`src/rtl/tap_pkg.sv`:
```
// Shared JTAG TAP definitions: the 1149.1 state encoding, default opcodes and
// a printable state name for debug output.
package tap_pkg;

  typedef enum logic [3:0] {
    TLR_S     = 4'hF,
    RTI_S     = 4'hC,
    SEL_DR_S  = 4'h7,
    CAP_DR_S  = 4'h6,
    SH_DR_S   = 4'h2,
    EX1_DR_S  = 4'h1,
    PAU_DR_S  = 4'h3,
    EX2_DR_S  = 4'h0,
    UPD_DR_S  = 4'h5,
    SEL_IR_S  = 4'h4,
    CAP_IR_S  = 4'hE,
    SH_IR_S   = 4'hA,
    EX1_IR_S  = 4'h9,
    PAU_IR_S  = 4'hB,
    EX2_IR_S  = 4'h8,
    UPD_IR_S  = 4'hD
  } tap_state_e;

  localparam logic [3:0] BYPASS_OP_DEF = 4'b1111;
  localparam logic [3:0] IDCODE_OP_DEF = 4'b0010;

  // Six ASCII characters packed into a vector so it prints with %s.
  function automatic logic [47:0] state_name(input logic [3:0] s);
    case (s)
      4'hF:    state_name = "TLR   ";
      4'hC:    state_name = "RTI   ";
      4'h7:    state_name = "SELDR ";
      4'h6:    state_name = "CAPDR ";
      4'h2:    state_name = "SHDR  ";
      4'h1:    state_name = "EX1DR ";
      4'h3:    state_name = "PAUDR ";
      4'h0:    state_name = "EX2DR ";
      4'h5:    state_name = "UPDDR ";
      4'h4:    state_name = "SELIR ";
      4'hE:    state_name = "CAPIR ";
      4'hA:    state_name = "SHIR  ";
      4'h9:    state_name = "EX1IR ";
      4'hB:    state_name = "PAUIR ";
      4'h8:    state_name = "EX2IR ";
      default: state_name = "UPDIR ";
    endcase
  endfunction

endpackage

```
`src/rtl/tap_controller_if.sv`:
```
// Pin-side and chain-side signals of the TAP controller, bundled for the top.
interface tap_controller_if #(
  parameter int IW = 4
);
  logic          TMS;
  logic [IW-1:0] LATCH_IR;
  logic          I_TDO;
  logic          BYP_TDO;
  logic          ID_TDO;
  logic          TLR;
  logic          RTI;
  logic          CAPTURE_IR;
  logic          SHIFT_IR;
  logic          UPDATE_IR;
  logic          CAPTURE_DR;
  logic          SHIFT_DR;
  logic          UPDATE_DR;
  logic          SEL_BYPASS;
  logic          SEL_IDCODE;
  logic          TDO;
  logic          TDO_EN;
  logic [3:0]    STATE;

  modport master (
    output TMS, LATCH_IR, I_TDO, BYP_TDO, ID_TDO,
    input  TLR, RTI, CAPTURE_IR, SHIFT_IR, UPDATE_IR, CAPTURE_DR, SHIFT_DR,
           UPDATE_DR, SEL_BYPASS, SEL_IDCODE, TDO, TDO_EN, STATE
  );

  modport slave (
    input  TMS, LATCH_IR, I_TDO, BYP_TDO, ID_TDO,
    output TLR, RTI, CAPTURE_IR, SHIFT_IR, UPDATE_IR, CAPTURE_DR, SHIFT_DR,
           UPDATE_DR, SEL_BYPASS, SEL_IDCODE, TDO, TDO_EN, STATE
  );
endinterface

```
`src/rtl/tap_state_decode.sv`:
```
// Moore decode of the registered TAP state into the IR/DR strobes and TDO_EN.
module tap_state_decode
  import tap_pkg::*;
(
  input  tap_state_e state,
  output logic       tlr,
  output logic       rti,
  output logic       capture_ir,
  output logic       shift_ir,
  output logic       update_ir,
  output logic       capture_dr,
  output logic       shift_dr,
  output logic       update_dr,
  output logic       tdo_en
);

  always_comb begin
    tlr        = 1'b0;
    rti        = 1'b0;
    capture_ir = 1'b0;
    shift_ir   = 1'b0;
    update_ir  = 1'b0;
    capture_dr = 1'b0;
    shift_dr   = 1'b0;
    update_dr  = 1'b0;
    case (state)
      TLR_S:    tlr        = 1'b1;
      RTI_S:    rti        = 1'b1;
      CAP_IR_S: capture_ir = 1'b1;
      SH_IR_S:  shift_ir   = 1'b1;
      UPD_IR_S: update_ir  = 1'b1;
      CAP_DR_S: capture_dr = 1'b1;
      SH_DR_S:  shift_dr   = 1'b1;
      UPD_DR_S: update_dr  = 1'b1;
      default:  ;
    endcase
    tdo_en = shift_ir | shift_dr;
  end

endmodule

```
`src/rtl/tap_controller.sv`:
```
// IEEE 1149.1 TAP state machine: TMS-driven state register, strobe decode,
// instruction decode and the TDO output mux.
module tap_controller
  import tap_pkg::*;
#(
  parameter int                       IR_DATA_WIDTH = 4,
  parameter logic [IR_DATA_WIDTH-1:0] BYPASS_OP     = IR_DATA_WIDTH'(BYPASS_OP_DEF),
  parameter logic [IR_DATA_WIDTH-1:0] IDCODE_OP     = IR_DATA_WIDTH'(IDCODE_OP_DEF)
) (
  input  logic             TCK,
  input  logic             TRST,
  tap_controller_if.slave  bus
);

  tap_state_e state_p0;
  tap_state_e state_nxt;
  logic       is_byp;
  logic       is_id;

  // Stage p0: TAP state register, reset forces Test-Logic-Reset over TMS
  always_ff @(posedge TCK) begin
    if (TRST) state_p0 <= TLR_S;
    else      state_p0 <= state_nxt;
  end

  always_comb begin
    state_nxt = state_p0;
    case (state_p0)
      TLR_S:    state_nxt = bus.TMS ? TLR_S    : RTI_S;
      RTI_S:    state_nxt = bus.TMS ? SEL_DR_S : RTI_S;
      SEL_DR_S: state_nxt = bus.TMS ? SEL_IR_S : CAP_DR_S;
      CAP_DR_S: state_nxt = bus.TMS ? EX1_DR_S : SH_DR_S;
      SH_DR_S:  state_nxt = bus.TMS ? EX1_DR_S : SH_DR_S;
      EX1_DR_S: state_nxt = bus.TMS ? UPD_DR_S : PAU_DR_S;
      PAU_DR_S: state_nxt = bus.TMS ? EX2_DR_S : PAU_DR_S;
      EX2_DR_S: state_nxt = bus.TMS ? UPD_DR_S : SH_DR_S;
      UPD_DR_S: state_nxt = bus.TMS ? SEL_DR_S : RTI_S;
      SEL_IR_S: state_nxt = bus.TMS ? TLR_S    : CAP_IR_S;
      CAP_IR_S: state_nxt = bus.TMS ? EX1_IR_S : SH_IR_S;
      SH_IR_S:  state_nxt = bus.TMS ? EX1_IR_S : SH_IR_S;
      EX1_IR_S: state_nxt = bus.TMS ? UPD_IR_S : PAU_IR_S;
      PAU_IR_S: state_nxt = bus.TMS ? EX2_IR_S : PAU_IR_S;
      EX2_IR_S: state_nxt = bus.TMS ? UPD_IR_S : SH_IR_S;
      UPD_IR_S: state_nxt = bus.TMS ? SEL_DR_S : RTI_S;
      default:  state_nxt = TLR_S;
    endcase
  end

  tap_state_decode u_decode (
    .state      (state_p0),
    .tlr        (bus.TLR),
    .rti        (bus.RTI),
    .capture_ir (bus.CAPTURE_IR),
    .shift_ir   (bus.SHIFT_IR),
    .update_ir  (bus.UPDATE_IR),
    .capture_dr (bus.CAPTURE_DR),
    .shift_dr   (bus.SHIFT_DR),
    .update_dr  (bus.UPDATE_DR),
    .tdo_en     (bus.TDO_EN)
  );

  // Any opcode other than IDCODE is served by the bypass register.
  assign is_byp         = (bus.LATCH_IR == BYPASS_OP);
  assign is_id          = (bus.LATCH_IR == IDCODE_OP);
  assign bus.SEL_IDCODE = is_id & ~is_byp;
  assign bus.SEL_BYPASS = is_byp | ~is_id;
  assign bus.STATE      = state_p0;

  always_comb begin
    bus.TDO = 1'b0;
    if (state_p0 == SH_IR_S)      bus.TDO = bus.I_TDO;
    else if (state_p0 == SH_DR_S) bus.TDO = bus.SEL_IDCODE ? bus.ID_TDO : bus.BYP_TDO;
  end

endmodule
```
`src/flat_wrapper.sv`:
```
// flat-port wrapper written by rule: the top's interface ports become plain ports
module tap_controller_flat import tap_pkg::*;
#(
  parameter int                       IR_DATA_WIDTH = 4,
  parameter logic [IR_DATA_WIDTH-1:0] BYPASS_OP     = IR_DATA_WIDTH'(BYPASS_OP_DEF),
  parameter logic [IR_DATA_WIDTH-1:0] IDCODE_OP     = IR_DATA_WIDTH'(IDCODE_OP_DEF)
)
  (TCK, TRST, bus_TMS, bus_LATCH_IR, bus_I_TDO, bus_BYP_TDO, bus_ID_TDO, bus_TLR, bus_RTI, bus_CAPTURE_IR, bus_SHIFT_IR, bus_UPDATE_IR, bus_CAPTURE_DR, bus_SHIFT_DR, bus_UPDATE_DR, bus_SEL_BYPASS, bus_SEL_IDCODE, bus_TDO, bus_TDO_EN, bus_STATE);
  tap_controller_if bus_i ();
  input  logic TCK;
  input  logic TRST;
  input wire logic [$bits(bus_i.TMS)-1:0] bus_TMS;
  input wire logic [$bits(bus_i.LATCH_IR)-1:0] bus_LATCH_IR;
  input wire logic [$bits(bus_i.I_TDO)-1:0] bus_I_TDO;
  input wire logic [$bits(bus_i.BYP_TDO)-1:0] bus_BYP_TDO;
  input wire logic [$bits(bus_i.ID_TDO)-1:0] bus_ID_TDO;
  output wire logic [$bits(bus_i.TLR)-1:0] bus_TLR;
  output wire logic [$bits(bus_i.RTI)-1:0] bus_RTI;
  output wire logic [$bits(bus_i.CAPTURE_IR)-1:0] bus_CAPTURE_IR;
  output wire logic [$bits(bus_i.SHIFT_IR)-1:0] bus_SHIFT_IR;
  output wire logic [$bits(bus_i.UPDATE_IR)-1:0] bus_UPDATE_IR;
  output wire logic [$bits(bus_i.CAPTURE_DR)-1:0] bus_CAPTURE_DR;
  output wire logic [$bits(bus_i.SHIFT_DR)-1:0] bus_SHIFT_DR;
  output wire logic [$bits(bus_i.UPDATE_DR)-1:0] bus_UPDATE_DR;
  output wire logic [$bits(bus_i.SEL_BYPASS)-1:0] bus_SEL_BYPASS;
  output wire logic [$bits(bus_i.SEL_IDCODE)-1:0] bus_SEL_IDCODE;
  output wire logic [$bits(bus_i.TDO)-1:0] bus_TDO;
  output wire logic [$bits(bus_i.TDO_EN)-1:0] bus_TDO_EN;
  output wire logic [$bits(bus_i.STATE)-1:0] bus_STATE;
  assign bus_i.TMS = bus_TMS;
  assign bus_i.LATCH_IR = bus_LATCH_IR;
  assign bus_i.I_TDO = bus_I_TDO;
  assign bus_i.BYP_TDO = bus_BYP_TDO;
  assign bus_i.ID_TDO = bus_ID_TDO;
  assign bus_TLR = bus_i.TLR;
  assign bus_RTI = bus_i.RTI;
  assign bus_CAPTURE_IR = bus_i.CAPTURE_IR;
  assign bus_SHIFT_IR = bus_i.SHIFT_IR;
  assign bus_UPDATE_IR = bus_i.UPDATE_IR;
  assign bus_CAPTURE_DR = bus_i.CAPTURE_DR;
  assign bus_SHIFT_DR = bus_i.SHIFT_DR;
  assign bus_UPDATE_DR = bus_i.UPDATE_DR;
  assign bus_SEL_BYPASS = bus_i.SEL_BYPASS;
  assign bus_SEL_IDCODE = bus_i.SEL_IDCODE;
  assign bus_TDO = bus_i.TDO;
  assign bus_TDO_EN = bus_i.TDO_EN;
  assign bus_STATE = bus_i.STATE;
  tap_controller #(.IR_DATA_WIDTH(IR_DATA_WIDTH), .BYPASS_OP(BYPASS_OP), .IDCODE_OP(IDCODE_OP)) u_core (.TCK(TCK), .TRST(TRST), .bus(bus_i));
endmodule
```
`config.mk`:
```
export PLATFORM = sky130hd
export DESIGN_NAME = tap_controller_flat
export DESIGN_NICKNAME = d
export VERILOG_FILES = /design/src/rtl/tap_pkg.sv /design/src/rtl/tap_controller_if.sv /design/src/rtl/tap_state_decode.sv /design/src/rtl/tap_controller.sv /design/src/flat_wrapper.sv
export SDC_FILE = /design/constraint.sdc
export NUM_CORES = 1
export LEC_CHECK = 0
export CAP_MARGIN = 15
export CORE_AREA = 2 2 39 41
export CTS_CLUSTER_DIAMETER = 150
export DETAILED_ROUTE_END_ITERATION = 7
export DIE_AREA = 0 0 41 43
export DONT_BUFFER_PORTS = 1
export PLACE_DENSITY = 0.39
export SYNTH_ARGS = -nofsm -noshare
export SYNTH_HDL_FRONTEND = slang
export SYNTH_SLANG_ARGS = --single-unit
```
`constraint.sdc`:
```
create_clock -name TCK -period 2 [get_ports TCK]
set_input_delay 0.4 -clock TCK [delete_from_list [all_inputs] [get_ports TCK]]
set_output_delay 0.4 -clock TCK [all_outputs]
set_load 0.02 [all_outputs]
```
==> flow_summary.yaml, run 1 <==
min_path:
  hold_depth: 1
  hold_path.class: "input port to register"
  hold_path_end: "u_core.bus.STATE[0]"
  worstHoldStart: "TRST"
synth:
  synth-warning-count: 0
  synth_top_area_share_pct: 22.86
  syn-instance-count: 43
  synthTopCellsByCount: "dfxtp_1 (4), nand2_1 (4), nor2_1 (4), nor3b_1 (4)"
  synthesis.area_um2: 350.3
  synth_edf_count: 0
  syn_area_per_cell_um2: 8.147
  ys_ff_latch: 4
  yosys.area.top_type: "dfxtp_1"
  ys.flop_type: "dfxtp_1"
  ys_top_cells_by_area: "dfxtp_1 (23%), nor3b_1 (8.6%), nor4b_4 (6.8%), buf_6 (6.4%), nand2b_1 (5.4%)"
  yosysSeqAreaShare_pct: 22.86
  ys_async_sr_fraction_pct: 0
  synth.net_count: 53
  yosysUniqueCellTypes: 23
critical_path:
  regToRegSetupSlack_ns: 0.65
  worst_ep_required_time_ns: 1.60
  ff2ff_path_depth: 3
  critPathKind: "register to primary output"
  cp_max_fo: 11
  worstSetupEndpointType: "primary output"
  worstReg2RegEnd: "u_core.bus.STATE[1]"
  arrival_ns: 1.40
  startpoint_type: "register"
  rr_startpoint: "u_core.bus.STATE[1]"
global_route:
  grt_util_all_layers_pct: 10.95
  grt_overflow: 0
  grt_max_degree: 12
  grt_antenna_before_repair: 0
  grt_pass1_wl_um: 1317
  first_global_vias: 300
layout:
  layout-drive-gt1-share_pct: 32.08
  antenna_cells: 0
  largest_reg_flops: 4
  syn_to_final_growth_pct: 25.00
  final_nets: 65
placed_design:
  gp_congestion: 0.6816
  numPortBuffers: 0
  pre_cts_ws_ns: 0.2763
timing:
  finalWorstSetupSlack_ns: 0.2048
  tns_ns: 0
  rsz0062_at_grt: "no"
  relSlewSlack_pct: 74.44
  timing.fmax_ghz: 0.5571
  skew_ns: 0.003627
  period_share_pct: 89.76
  tightest_slew_ns: 0.3819
  slew_viol_final: 0
  finalSetupViolations: 0
  fin_crit_ns: 1.795
  hold_viol: 0
drt:
  first_pass_iters: 2
  routed_wl_um: 857
  route.detailed.drc: 0
  drt_iter0_drc: 3
  ant_nets: 0
  num_vias: 327
  viasPerCell: 4.739
  wl_per_cell_um: 12.42
clocking:
  cts_resized: 0
  cts.sinks: 4
  clock_latency_ns: 0.24
  post_cts.repair.setup_buffers: 0
  cts_htree_levels: 1
  numCtsBuffers: 3
  cts_tree: "done"
  clock_path_buffers: 2
  cts_root_buf: "clkbuf_4"
  clk_pin_slew_worst_paths_ns: 0.04
  cts.hold.buffers_added: 0
pwr:
  p_leak_nw: 0.2012
  power_density_nw_per_um2: 768.8
  peakVddDrop_uv: 306.7
floorplanning:
  die_area_um2: 1763
  start_util_pct: 25.32
  design.core.area_um2: 1384
  die_x_um: 41
  num_rows: 14
  pin_count: 26
  die_h_um: 43
run_status:
  status: "finished, final reports clean"
flow_run:
  cap_violations: 0
-- worst max-delay path by stage --
| stage | startpoint | endpoint | cells after the start |
|---|---|---|---|
| detailed placement | bus_LATCH_IR[0] | bus_TDO | 3 |
| global route | u_core.bus.STATE[1] | bus_TDO | 3 |
| global placement | bus_LATCH_IR[0] | bus_TDO | 3 |
| CTS | u_core.bus.STATE[1] | bus_TDO | 3 |
| floorplan | bus_LATCH_IR[0] | bus_TDO | 3 |
| finish | u_core.bus.STATE[1] | bus_TDO | 3 |
-- per-stage QoR --
step                      util [%]  area [um2]  power [mW]  hold slack, ns  instances
after floorplan                  -       350.3      0.2104          0.4944         43
after global placement       30.02       415.4      0.2299          0.4950         66
after detailed placement     30.02       415.4      0.2339          0.4995         66
after CTS                    31.65       437.9      0.3434          0.2428         69
after global routing         31.65       437.9      0.3613          0.2543         69
final                        31.65       437.9      0.3367          0.2484         69
-- logic make-up (layout without fill, tap and decap cells) --
family	after synthesis	count (layout)	share of synthesized area [%]
mux	1	1	3.214
compound gates	8	8	15.71
simple gates	25	25	46.43
flops	4	4	22.86
buf+inv	5	15	11.78
-- report_power, final --
part | total [mW] | internal, mW | switching, mW
clock network | 0.106 | 0.0675 | 0.0383
registers | 0.108 | 0.0902 | 0.0175
logic | 0.123 | 0.0496 | 0.0735
-- layout make-up --
type	count	area [um2]
clock buffers	3	22.52
fillers	151	945.9
inverters	1	3.754
multi-input cells	34	229.0
flip-flops and latches	4	80.08
well taps	16	20.02
repair buffers	11	82.58
-- cells in the final DEF (no fill, tap or decap), types with 2 or more instances in the layout --
cell,synthesis,final
nor3_1,2,2
dfxtp_1,4,4
a211o_1,2,2
buf_4,2,11
a21oi_1,3,3
nand2_1,4,4
clkbuf_4,0,3
nor2_1,4,4
nor3b_1,4,4
nand2b_1,3,3
-- per-layer routing --
metal | global-route usage [%] | wire length (um)
met5 | 0 | 0
met4 | 4.000 | 0
met3 | 7.853 | 87
met2 | 15.94 | 452
met1 | 11.94 | 316
-- worst max-delay path, cell delays in order (launching register included) --
cell	delay, ns
dfxtp_1	0.49
nand2b_1	0.20
nor2_1	0.19
o211a_1	0.27
No activity file was read; power rests on OpenSTA's default activity.
==> inputs of run 2 (changes only) <==
Settings changed: CORE_AREA 2 2 39 41 to 8 8 45 47, DIE_AREA 0 0 41 43 to 0 0 53 55.
==> flow_summary.yaml, run 2 (synthesis results as in run 1) <==
pwr:
  switchingPower_mw: 0.1325
  total_power_mw: 0.3397
  power_density_nw_per_um2: 775.7
  comb_power_share_pct: 36.3
  p_int_mw: 0.2072
  p_leak_nw: 0.2012
  p_seq_share_pct: 32.3
  peakVddDrop_uv: 368.9
  power_frac_clock_pct: 31.5
  swShare_pct: 39.00
critical_path:
  cp_cell_sequence: "nand2b_1 > nor2_1 > o211a_1"
  critical-path-max-stage-delay_ns: 0.52
  cp_max_fo: 11
  critPathKind: "register to primary output"
  rr_startpoint: "u_core.bus.STATE[1]"
  worstSetupEndpointType: "primary output"
  startpoint_type: "register"
  worst_ep_required_time_ns: 1.60
  arrival_ns: 1.46
  slowest_stage: "dfxtp_1"
  regToRegSetupSlack_ns: 0.63
  critPathLaunch: "u_core.bus.STATE[1]"
timing:
  slew_viol_final: 0
  relSlewSlack_pct: 74.00
  hold_viol: 0
  timing.fmax_ghz: 0.5372
  finalWorstSetupSlack_ns: 0.1383
  rsz0062_at_grt: "no"
  tightest_slew_ns: 0.3886
  fin_crit_ns: 1.862
  finalSetupViolations: 0
  skew_ns: 0.01165
  tns_ns: 0
  period_share_pct: 93.08
drt:
  wl_per_cell_um: 14.88
  routed_wl_um: 1027
  route.detailed.drc: 0
  viasPerCell: 5.188
  first_pass_iters: 3
  ant_nets: 0
  num_vias: 358
  drt_iter0_drc: 4
clocking:
  cts.hold.buffers_added: 0
  cts_root_buf: "clkbuf_4"
  cts_tree: "done"
  post_cts.repair.setup_buffers: 0
  clock_path_buffers: 2
  cts_htree_levels: 1
  cts_resized: 0
  clock_latency_ns: 0.25
  numCtsBuffers: 3
  cts.sinks: 4
  clk_pin_slew_worst_paths_ns: 0.05
min_path:
  hold_path.class: "input port to register"
  worstHoldStart: "TRST"
layout:
  largest_reg_flops: 4
  antenna_cells: 0
  layout-drive-gt1-share_pct: 32.08
  finalCoreUtilization_pct: 31.65
  final_cell_mix: "buf_4 (11), nand2_1 (4), nor3b_1 (4), nor2_1 (4), dfxtp_1 (4)"
  fillers: 153
  syn_to_final_growth_pct: 25.00
  final_cell_area_um2: 437.9
  final_nets: 65
  layout_commonest_cell: "buf_4"
placed_design:
  numPortBuffers: 0
  gp_congestion: 0.6452
  pre_cts_ws_ns: 0.2783
  place_hpwl_um: 812.4
  placed_cell_area_um2: 415.4
floorplanning:
  die_area_um2: 2915
  die_x_um: 53
  start_util_pct: 25.32
  design.core.area_um2: 1384
  die_h_um: 55
  num_rows: 14
  pin_count: 26
flow_run:
  cap_violations: 0
global_route:
  grt_util_all_layers_pct: 7.096
  grt_max_degree: 12
  first_global_vias: 344
  grt_pass1_wl_um: 1524
  grt_overflow: 0
  grt_antenna_before_repair: 0
run_status:
  status: "finished, final reports clean"
[run 2: cell counts in the layout (fill, tap and decap cells not counted)]
Identical to the previous run, type by type.
[run 2: area by class of cell]
class	instances	area, um2	share of cell area, %
clock buffers	3	22.52	5.143
well taps	16	20.02	4.571
flip-flops and latches	4	80.08	18.29
multi-input cells	34	229.0	52.29
repair buffers	11	82.58	18.86
inverters	1	3.754	0.8571
[run 2: per-layer routing]
layer	track usage (%)	up-vias	part of all wire [%]
met5	0	-	0
met1	6.212	165	37
met4	7.759	0	3.4
li1	-	171	-
met3	2.406	5	10
met2	12.11	17	49
[run 2: worst paths after layout]
path / to / cells after the start
hold / removal: u_core.bus.STATE[0] / 1
setup reg to reg: u_core.bus.STATE[1] / 3
hold reg to reg: u_core.bus.STATE[0] / 2
setup / recovery: bus_TDO / 3
[run 2: power by group through the flow]
stage	registers [mW]	logic, mW	clock network [mW]
floorplan	0.110	0.101	0
global placement	0.109	0.122	0
detailed placement	0.110	0.124	0
CTS	0.109	0.125	0.108
global route	0.113	0.136	0.116
finish	0.110	0.123	0.107
[run 2: critical path, delay by kind of cell (launching register included)]
kind / cells / cell delay [ns]
compound gates: 1 / 0.28
simple gates: 2 / 0.42
flops: 1 / 0.52
[run 2: metrics by stage]
step / instances / hold WS, ns
4_1_cts: 69 / 0.2465
3_3_place_gp: 66 / 0.4954
5_1_grt: 69 / 0.2488
2_1_floorplan: 43 / 0.4944
3_5_place_dp: 66 / 0.4986
6_report: 69 / 0.2453
==> inputs of run 3 (changes only) <==
Settings changed: CELL_PAD_IN_SITES_DETAIL_PLACEMENT from default to 0, CELL_PAD_IN_SITES_GLOBAL_PLACEMENT from default to 1, PLACE_DENSITY 0.39 to 0.52.
==> flow_summary.yaml, run 3 (synthesis results as in run 1) <==
run_status:
  status: "finished, final reports clean"
critical_path:
  regToRegSetupSlack_ns: 0.62
  critical-path-max-stage-delay_ns: 0.52
  slowest_stage: "dfxtp_1"
  worstReg2RegEnd: "u_core.bus.STATE[1]"
  worstSetupEndpointType: "primary output"
  rr_startpoint: "u_core.bus.STATE[1]"
  critPathKind: "register to primary output"
  cp_max_fo: 11
  arrival_ns: 1.41
  ff2ff_path_depth: 3
  cp_cell_sequence: "nand2b_1 > nor2_1 > and2_1"
  worst_ep_required_time_ns: 1.60
  startpoint_type: "register"
timing:
  tightest_slew_ns: 0.4073
  fin_crit_ns: 1.814
  finalSetupViolations: 0
  slew_viol_final: 0
  relSlewSlack_pct: 72.74
  rsz0062_at_grt: "no"
  hold_viol: 0
  tns_ns: 0
  period_share_pct: 90.72
  skew_ns: 0.003554
  timing.fmax_ghz: 0.5511
floorplanning:
  start_util_pct: 25.32
  die_h_um: 55
  num_rows: 14
  die_area_um2: 2915
  design.core.area_um2: 1384
  pin_count: 26
  die_x_um: 53
pwr:
  peakVddDrop_uv: 491.9
  p_int_mw: 0.2068
  p_leak_nw: 0.2012
  switchingPower_mw: 0.1254
  p_seq_share_pct: 33.6
  total_power_mw: 0.3322
  power_frac_clock_pct: 29.5
  comb_power_share_pct: 36.9
  swShare_pct: 37.76
  power_density_nw_per_um2: 758.7
clocking:
  cts_tree: "done"
  cts.sinks: 4
  clock_path_buffers: 2
  post_cts.repair.setup_buffers: 0
  cts.hold.buffers_added: 0
  cts_htree_levels: 1
  cts_root_buf: "clkbuf_4"
  cts_resized: 0
  clock_latency_ns: 0.23
  clk_pin_slew_worst_paths_ns: 0.04
  numCtsBuffers: 3
global_route:
  grt_pass1_wl_um: 1531
  grt_util_all_layers_pct: 7.100
  grt_max_degree: 13
  grt_antenna_before_repair: 0
  first_global_vias: 389
  grt_overflow: 0
placed_design:
  numPortBuffers: 0
  place_hpwl_um: 855.2
  dp_cells: 66
  gp_congestion: 0.6513
drt:
  routed_wl_um: 1061
  ant_nets: 0
  num_vias: 344
  wl_per_cell_um: 15.38
  drt_iter0_drc: 4
  viasPerCell: 4.986
  first_pass_iters: 4
  route.detailed.drc: 0
layout:
  final_nets: 65
  final_cells: 69
  antenna_cells: 0
  syn_to_final_growth_pct: 25.00
  layout_commonest_cell: "buf_4"
  largest_reg_flops: 4
  final_cell_mix: "buf_4 (11), nand2_1 (4), nor3b_1 (4), nor2_1 (4), dfxtp_1 (4)"
  finalCoreUtilization_pct: 31.65
  layout-drive-gt1-share_pct: 32.08
min_path:
  worstHoldStart: "TRST"
  hold_path_end: "u_core.bus.STATE[0]"
  hold_path.class: "input port to register"
  hold_depth: 1
flow_run:
  cap_violations: 0
## run 3: cell counts in the layout (fill, tap and decap cells not counted)
No cell type changed its count.
## run 3: stage by stage
step	hold slack, ns	area (um2)	worst slack (ns)
finish	0.2657	437.9	0.1856
global route	0.2581	437.9	0.06116
CTS	0.2589	437.9	0.1754
detailed placement	0.5003	415.4	0.2722
global placement	0.4961	415.4	0.2866
floorplan	0.4944	350.3	0.1015
## run 3: worst max path at each step
| stage | start | end | slack, ns | cells after the start |
|---|---|---|---|---|
| floorplan | bus_LATCH_IR[0] | bus_TDO | 0.10 | 3 |
| global placement | bus_LATCH_IR[0] | bus_TDO | 0.29 | 3 |
| detailed placement | bus_LATCH_IR[0] | bus_TDO | 0.27 | 3 |
| CTS | u_core.bus.STATE[1] | bus_SHIFT_IR | 0.18 | 3 |
| global route | u_core.bus.STATE[1] | bus_TDO | 0.06 | 3 |
| finish | u_core.bus.STATE[1] | bus_SHIFT_IR | 0.19 | 3 |
## run 3: layer usage
layer,global-route usage (%),up-vias,share of wire (%)
met4,3.879,0,1.1
met5,0,-,0
met2,12.50,17,52
li1,-,168,-
met1,5.463,157,34
met3,5.615,2,13
## run 3: critical path: cells and delay by family (launching register included)
kind,cells,cell delay [ns]
flops,1,0.52
simple gates,3,0.66
## run 3: power groups by stage
| stage | Sequential, mW | Combinational (mW) | Clock (mW) |
|---|---|---|---|
| after detailed placement | 0.112 | 0.124 | 0 |
| after CTS | 0.111 | 0.125 | 0.102 |
| after global placement | 0.111 | 0.120 | 0 |
| final | 0.112 | 0.123 | 0.0979 |
| after floorplan | 0.110 | 0.101 | 0 |
| after global routing | 0.115 | 0.135 | 0.107 |
## run 3: cell type report
type                       count  area (um2)
fill                         151       945.9
multi-input combinational     34       229.0
timing repair buffer          11       82.58
sequential                     4       80.08
clock buffer                   3       22.52
tap                           16       20.02
inverter                       1       3.754
